**config.mk**
```make
export PLATFORM = sky130hd
export DESIGN_NAME = icache_fetch
export DESIGN_NICKNAME = d
export VERILOG_FILES = /design/src/rtl/icache_pkg.sv /design/src/rtl/icache_ram.sv /design/src/rtl/icache_fetch.sv
export SDC_FILE = /design/constraint.sdc
export NUM_CORES = 2
export LEC_CHECK = 0
export CORE_MARGIN = 2
export CORE_UTILIZATION = 35
export DETAILED_ROUTE_END_ITERATION = 16
export PLACE_DENSITY = 0.51
export SETUP_SLACK_MARGIN = 0.3
export SLEW_MARGIN = 20
export SYNTH_ARGS = -nofsm -noshare
export SYNTH_HDL_FRONTEND = slang
export SYNTH_SLANG_ARGS = --single-unit
```
**constraint.sdc**
```tcl
create_clock -name clk -period 5.1 [get_ports clk]
set_clock_uncertainty 0.1 [all_clocks]
set_input_delay 0.51 -clock clk [delete_from_list [all_inputs] [get_ports clk]]
set_output_delay 0.51 -clock clk [all_outputs]
set_load 0.005 [all_outputs]
```
**src/rtl/icache_pkg.sv**
```systemverilog
// Shared types and geometry helpers for the direct-mapped instruction cache.
package icache_pkg;

   typedef enum logic [1:0] {
      IDLE,
      LOOKUP,
      REFILL,
      RESPOND
   } state_t;

   function automatic int word_bits(input int words);
      return $clog2(words);
   endfunction

   function automatic int index_bits(input int lines);
      return $clog2(lines);
   endfunction

   // Tag takes whatever is left above byte offset, word select and index.
   function automatic int tag_bits(input int w, input int lines, input int words);
      return w - 2 - $clog2(lines) - $clog2(words);
   endfunction

endpackage

```
**src/rtl/icache_ram.sv**
```systemverilog
// Cache data array: synchronous write, asynchronous read, addressed by line and word.
module icache_ram
   import icache_pkg::*;
#(
   parameter int W     = 32,
   parameter int LINES = 16,
   parameter int WORDS = 4
) (
   input  logic                         clk,
   input  logic                         we,
   input  logic [index_bits(LINES)-1:0] line,
   input  logic [word_bits(WORDS)-1:0]  wr_word,
   input  logic [W-1:0]                 wdata,
   input  logic [word_bits(WORDS)-1:0]  rd_word,
   output logic [W-1:0]                 rdata
);

   logic [W-1:0] mem [LINES*WORDS];

   // NOTE: the data array has no reset; the per-line valid bits in the top guard stale contents.
   always_ff @(posedge clk) begin
      if (we) mem[{line, wr_word}] <= wdata;
   end

   assign rdata = mem[{line, rd_word}];

endmodule

```
**src/rtl/icache_fetch.sv**
```systemverilog
// Direct-mapped read-only instruction cache with line refill over a single-word memory bus.
// Define ICACHE_STATS_EN to add the hit_cnt/miss_cnt lookup counters.
module icache_fetch
   import icache_pkg::*;
#(
   parameter int W     = 32,
   parameter int LINES = 16,
   parameter int WORDS = 4
) (
   input  logic         clk,
   input  logic         reset,
   input  logic         cpu_req,
   input  logic [W-1:0] cpu_adr,
   output logic         cpu_ack,
   output logic [W-1:0] cpu_instr,
   input  logic         flush,
   output logic         mem_req,
   output logic [W-1:0] mem_adr,
   input  logic [W-1:0] mem_rdata,
   input  logic         mem_valid
`ifdef ICACHE_STATS_EN
   ,
   output logic [31:0]  hit_cnt,
   output logic [31:0]  miss_cnt
`endif
);

   localparam int WB  = word_bits(WORDS);
   localparam int IB  = index_bits(LINES);
   localparam int TGB = tag_bits(W, LINES, WORDS);

   state_t           state, state_nx;
   logic [W-3:0]     adr_q;         // captured word address
   logic [WB-1:0]    beat, beat_nx;
   logic [TGB-1:0]   tag_arr [LINES];
   logic [LINES-1:0] valid;
   logic             flush_seen;

   logic [WB-1:0]    adr_word;
   logic [IB-1:0]    adr_index;
   logic [TGB-1:0]   adr_tag;
   logic [W-1:0]     ram_rdata;
   logic             hit, last_beat;
   logic             capture, miss_start, ram_we, fill_done, ack_nx;
   logic             unused_adr_lsbs;

   assign adr_word        = adr_q[WB-1:0];
   assign adr_index       = adr_q[IB+WB-1:WB];
   assign adr_tag         = adr_q[W-3:IB+WB];
   assign unused_adr_lsbs = ^cpu_adr[1:0];

   assign hit       = valid[adr_index] && (tag_arr[adr_index] == adr_tag);
   assign last_beat = (beat == WB'(WORDS - 1));
   assign beat_nx   = beat + WB'(1);

   always_ff @(posedge clk) begin
      if (!reset) state <= IDLE;
      else        state <= state_nx;
   end

   // NOTE: combinational blocks assign a default first so no path leaves a latch behind.
   always_comb begin
      state_nx = state;
      unique case (state)
         IDLE:    if (cpu_req) state_nx = LOOKUP;
         LOOKUP:  state_nx = hit ? IDLE : REFILL;
         REFILL:  if (mem_valid && last_beat) state_nx = RESPOND;
         RESPOND: state_nx = IDLE;
      endcase
   end

   always_comb begin
      capture    = 1'b0;
      miss_start = 1'b0;
      ram_we     = 1'b0;
      ack_nx     = 1'b0;
      unique case (state)
         IDLE:    capture    = cpu_req;
         LOOKUP:  begin
            ack_nx     = hit;
            miss_start = !hit;
         end
         REFILL:  ram_we     = mem_valid && reset;
         RESPOND: ack_nx     = 1'b1;
      endcase
      fill_done = ram_we && last_beat;
   end

   icache_ram #(
      .W     (W),
      .LINES (LINES),
      .WORDS (WORDS)
   ) u_ram (
      .clk     (clk),
      .we      (ram_we),
      .line    (adr_index),
      .wr_word (beat),
      .wdata   (mem_rdata),
      .rd_word (adr_word),
      .rdata   (ram_rdata)
   );

   // NOTE: sequential state uses non-blocking assignments so every register sees pre-edge values.
   always_ff @(posedge clk) begin
      if (!reset) begin
         cpu_ack    <= 1'b0;
         cpu_instr  <= '0;
         mem_req    <= 1'b0;
         mem_adr    <= '0;
         beat       <= '0;
         valid      <= '0;
         flush_seen <= 1'b0;
      end else begin
         cpu_ack <= ack_nx;
         if (ack_nx) cpu_instr <= ram_rdata;

         if (miss_start) begin
            mem_req    <= 1'b1;
            mem_adr    <= {adr_q[W-3:WB], {WB{1'b0}}, 2'b00};
            beat       <= '0;
            flush_seen <= 1'b0;
         end else if (ram_we) begin
            beat    <= beat_nx;
            mem_adr <= {adr_q[W-3:WB], beat_nx, 2'b00};
            if (last_beat) mem_req <= 1'b0;
         end

         if (state == REFILL && flush) flush_seen <= 1'b1;

         // A flush anywhere in the refill, including the final beat, keeps the line invalid.
         if (flush)                          valid            <= '0;
         else if (fill_done && !flush_seen) valid[adr_index] <= 1'b1;
      end
   end

   always_ff @(posedge clk) begin
      if (capture)   adr_q              <= cpu_adr[W-1:2];
      if (fill_done) tag_arr[adr_index] <= adr_tag;
   end

`ifdef ICACHE_STATS_EN
   always_ff @(posedge clk) begin
      if (!reset) begin
         hit_cnt  <= '0;
         miss_cnt <= '0;
      end else if (state == LOOKUP) begin
         if (hit) hit_cnt  <= hit_cnt + 32'd1;
         else     miss_cnt <= miss_cnt + 32'd1;
      end
   end
`endif

endmodule

```
# == Yosys cells after proc, flatten, opt, wreduce, memory -nomap -nowiden ==
# Memory sizes are Yosys's and may differ from the RTL's. A register that Yosys moved wholly into a read port is not among the register bits.
# Index checks and enable logic that the tools add are counted.
# op_classes
muxes,24
n_bitwise,2
reduce_logical,18
n_addsub,1
n_eq_ne,7
magnitude_cmp,2
# op_table
op,n
$mux W32,2
$eq A24 B24 Y1,1
$or A16 B16 Y16,1
$mux W1,14
$pmux W2 S4,1
$logic_and A1 B1 Y1,7
$eq A2 B2 Y1 const B,3
$mux W2,3
$reduce_bool A2 Y1,3
$lt A4 B5 Y1 const B,1
$bmux W1 S4,1
$demux W1 S4,1
$ge A4 B1 Y1 const B,1
$mux W4,1
$ne A2 B2 Y1 const B,2
$reduce_and A2 Y1,2
$reduce_or A2 Y1,2
$logic_not A1 Y1,3
$add A2 B1 Y2 const B,1
$eq A2 B1 Y1 const B,1
$logic_not A2 Y1,1
$pmux W1 S2,1
$not A1 Y1,1
# totals
ramBits,2432
ff_bits,81
out_inout_bits,66
memories,2
elab_cells,64
# memory_table
memory,words,width,rd,rd_ports_with_merged_regs,write_ports,line_no,text
u_ram.mem,64,32,1,1,1,icache_ram.sv:18,logic [W-1:0] mem [LINES*WORDS];
tag_arr,16,24,1,1,1,icache_fetch.sv:35,logic [TGB-1:0] tag_arr [LINES];

# == Depth between registers and ports, before layout ==
# depth
word_depth,7
depth_mapped,15

# == Hierarchy ==
# A second synthesis with hierarchy kept.
# hier_totals
cells_unflattened,4374
area_unflattened_um2,97582.3
# by_module_without_submodules
mod,n_inst,area_each_um2,cells_per_inst
icache_ram,1,77997.3,3268
icache_fetch,1,19585.0,1106

# == Least setup slack after synthesis ==
# Ideal clock, no wire load.
# synth_timing
kind,register to register
from,reg adr_q[2]
to,mem u_ram.mem[24][0] (enable)
setup_ns,0.501
stages_incl_launch_ff,8
setup_slack_ns,-0.295
t_arrival_ns,4.793
path_cell_list,edfxtp_1 -> clkbuf_1 -> clkbuf_1 -> clkbuf_1 -> buf_1 -> clkbuf_1 -> buf_1 -> nor4_1
# synth_rtl
item,line_no,text
"start, declared",icache_fetch.sv:33,logic [W-3:0] adr_q;
"start signal, assigned",icache_fetch.sv:137,if (capture) adr_q <= cpu_adr[W-1:2];
"end, declared",icache_ram.sv:18,
# Straight into the memory's write port.

==> flow_summary.rst <==
.. list-table::
   :header-rows: 1

   * - Metric
     - Value
   * - Run status
     - finished, final reports clean
   * - Most used DFF post-synth
     - edfxtp_1
   * - Reg2reg path depth
     - 11
   * - Initial core utilization
     - 0.352
   * - Crit-path max cell delay
     - 0.76 ns
   * - Maximum buffer depth of the clock tree
     - 4
   * - Number of warnings printed during yosys synthesis
     - 0
   * - Chip Height
     - 531 um
   * - Number of cells produced by synthesis
     - 4289
   * - Post-DR vias/cell
     - 5.40
   * - Detailed Route WL
     - 270000 um
   * - Leak Pwr
     - 35.7 nW
   * - Post-synth ARST share
     - 0
   * - Final antenna-violating net count
     - 0
   * - Post-synth EDFFs
     - 2462
   * - Post-route setup TNS
     - 0 ns
   * - Buffer count from post-CTS setup fixing
     - 0
   * - Number of placed cells counting well taps
     - 8161
   * - Clock Latency Late Sink
     - 0.92 ns
   * - RSZ-0062 raised after global routing
     - false
   * - Power Dens Cells
     - 398 nW/um2
   * - Setup-failing EPs final
     - 0
   * - Die boundary width
     - 531 um
   * - Hold-fix buffer count after cts
     - 5
   * - Sequence of cells on the critical path
     - buf_4 > mux4_2 > mux2i_1 > xnor2_1 > nor3_1 > o2111ai_1 > a2111o_1 > o21bai_4 > buf_4 > a21oi_1 > a311oi_1
   * - Count of unique library cells instantiated by Yosys
     - 62
   * - Max cap viols
     - 0
   * - Core area
     - 276000 um2
   * - Average wire per cell in the routed design
     - 31.1 um
   * - Number of nets in the layout
     - 4817
   * - Worst supply voltage drop on vdd
     - 0.226 mV
   * - Clock edge transition at the registers on the reported setup and hold paths
     - 0.06 ns
   * - Number of design rule violations left after detail routing
     - 0
   * - Cell area after synthesis
     - 97300 um2
   * - Dominant cell type by count on the critical path
     - buf_4
   * - Achievable Freq
     - 236 MHz
   * - Gr ovfl total
     - 0
   * - Required time of the critical path
     - 5.75 ns
   * - Clk sinks
     - 2549
   * - Wire length of the first global-routing pass
     - 376000 um
   * - TritonCTS clock tree
     - done
   * - Final number of hold-violating endpoints
     - 0
   * - Largest fanout on the critical path
     - 37
   * - Post-Layout Cell Count
     - 8675
   * - Antenna violations before repair
     - 10
   * - Detailed Route Iter0 Violations
     - 5314
   * - Routed vias
     - 46900
   * - Cell at the root of the clock tree
     - clkbuf_16
   * - Classification of the worst-slack hold path
     - primary input to register
   * - Fraction of the yosys area taken by sequential cells
     - 0.778
   * - Number of H-tree branching levels
     - 5
   * - Last weighted congestion value of the routability-driven placer
     - 0.768
   * - Final hold slack
     - 0.0483 ns
   * - Critical Path Sink
     - cpu_instr[0]$_SDFFE_PN0P_
   * - Max-slew headroom
     - 0.237
   * - Simple-gate portion of the synthesized area
     - 0.0170
   * - Pin count of the biggest net entering global routing
     - 65
   * - Wire length on met3
     - 15400 um
   * - Kind of critical path
     - register to register
   * - Total half-perimeter wirelength after legalization and detailed placement
     - 151000 um
   * - Post-synthesis to final-layout area growth
     - 17.2%
   * - Library cell contributing the largest single delay on the critical path
     - dfxtp_4
   * - Share of layout cells above drive strength 1
     - 0.298
   * - Arrival time at the worst endpoint
     - 4.90 ns
   * - XOR/XNOR Fraction of Synth Area
     - 0.00243
   * - Total track usage
     - 0.190
   * - R2R setup slack
     - 0.85 ns
   * - IO Pins
     - 135
   * - Most common library cell in the layout ignoring fill and taps
     - edfxtp_1
   * - Period minus WS final
     - 4.25 ns
   * - Layout filler cell count
     - 24100
   * - Worst reg2reg endpoint
     - cpu_instr[0]$_SDFFE_PN0P_
   * - Slew of the pin with the lowest slew margin
     - 1.14 ns
   * - Worst Setup End Kind
     - register
   * - Commonest non-fill, non-tap cells in the layout
     - edfxtp_1, mux4_2, clkbuf_16
   * - Period utilization
     - 0.832
   * - Synth Area in Compound Gates
     - 0.0170
   * - Overall die area
     - 282000 um2
   * - Synthesized area divided by synthesized cell count
     - 22.7 um2
   * - Count of buffers from port buffering
     - 130
   * - Count of state elements after synthesis
     - 2549
   * - Met1 layer wirelength in the final routing
     - 116000 um
   * - Combinational family with the most area after synthesis
     - multiplexers
   * - Number of global-route vias before repair
     - 48000
   * - Top layer in use
     - met5
   * - Slew Limit Fails
     - 0
   * - Number of gates resized after cts
     - 0
   * - Total CTS buffers
     - 284
   * - Number of detailed-routing iterations run before antenna repair
     - 5
   * - Arithmetic-cell share of the synthesized area counting full adders, half adders and majority gates
     - 0.000129
   * - Portion of netlist area occupied by mux cells
     - 0.174
   * - Met2 Routed Length
     - 132000 um
   * - Standard-cell rows
     - 193
   * - Kind of launch point of the worst setup path
     - register
## kinds of logic (layout without fill, tap and decap cells)
group,Yosys count,after routing
AOI/OAI and AO/OA,232,232
xor gates and xnor gates,27,27
adders and majority gates,1,1
buffers and inverters,241,918
DFF,2549,2549
muxes,859,859
other,1,5
and+or+nand+nor,379,379
## routing by layer
layer / vias up / GRT usage
li1: 19100 / -
met1: 25900 / 0.265
met2: 1498 / 0.313
met3: 321 / 0.0292
met4: 4 / 0.0443
met5: - / 0
## cell type report
class                           instances  area (um2)  share of cell area
Antenna cell                            3        7.51           0.0000659
Clock buffer                          368        7570              0.0664
Clock inverter                        138        1210              0.0107
Inverter                                6        30.0            0.000263
Multi-Input combinational cell       1500       21100               0.185
Sequential cell                      2549       75700               0.664
Tap cell                             3705        4640              0.0407
Timing Repair Buffer                  406        3750              0.0329
## worst max-delay path, delay by kind of cell (launching register included)
family | cells | cell delay [ns]
flip-flops | 1 | 0.76
XOR/XNOR | 1 | 0.08
AO/OA/AOI/OAI | 5 | 1.35
buffers and inverters | 2 | 0.73
multiplexers | 2 | 0.72
AND/OR/NAND/NOR | 1 | 0.29
## Yosys cell counts, types with 20 or more instances
| cell | n | area, um2 |
|---|---|---|
| edfxtp_1 | 2462 | 73900 |
| mux4_2 | 664 | 15000 |
| mux2i_1 | 162 | 1620 |
| nand2_1 | 162 | 608 |
| clkbuf_1 | 122 | 458 |
| nor2_1 | 112 | 420 |
| dfxtp_1 | 87 | 1740 |
| buf_2 | 53 | 265 |
| a22oi_1 | 49 | 368 |
| a21oi_1 | 44 | 220 |
| buf_1 | 40 | 150 |
| mux2_2 | 33 | 372 |
| nor3_1 | 31 | 155 |
| o21ai_0 | 31 | 155 |
| xnor2_1 | 20 | 175 |
## sequential cells by signal, summed over array words and instances (netlist names), named ones only
register,count
flush_seen,1
state,1
valid,16
beat,2
tag_arr,384
u_ram.mem,2048
mem_req,1
mem_adr,28
cpu_instr,32
adr_q,30
cpu_ack,1
## report_power, final
group          switching (mW)  internal [mW]  total, mW
Sequential              0.156           23.0       23.2
Clock                    8.32           11.2       19.6
Combinational            1.51           1.12       2.63
Total                    9.99           35.4       45.4
## how the worst min path moves through the flow
stage,cells after the start,slack (ns),from,to
6_report,1,0.05,mem_rdata[23],u_ram.mem[56][23]$_DFFE_PP_
5_1_grt,1,0.02,cpu_adr[8],adr_q[6]$_DFFE_PP_
4_1_cts,1,0.003,cpu_adr[20],adr_q[18]$_DFFE_PP_
3_5_place_dp,2,0.35,mem_adr[14]$_SDFFE_PN0P_,mem_adr[14]$_SDFFE_PN0P_
3_3_place_gp,2,0.34,valid[5]$_SDFFE_PP0P_,valid[5]$_SDFFE_PP0P_
2_1_floorplan,2,0.33,valid[10]$_SDFFE_PP0P_,valid[10]$_SDFFE_PP0P_
## per-stage QoR
stage | power, mW | cell area [um2] | util | setup WS [ns]
floorplan | 25.0 | 97300 | - | 0.299
global placement | 26.3 | 105000 | 0.380 | 0.664
detailed placement | 26.3 | 105000 | 0.380 | 0.606
CTS | 45.9 | 114000 | 0.412 | 0.537
global route | 46.8 | 114000 | 0.412 | 0.509
finish | 45.4 | 114000 | 0.412 | 0.855
(Power assumes the default switching activity.)
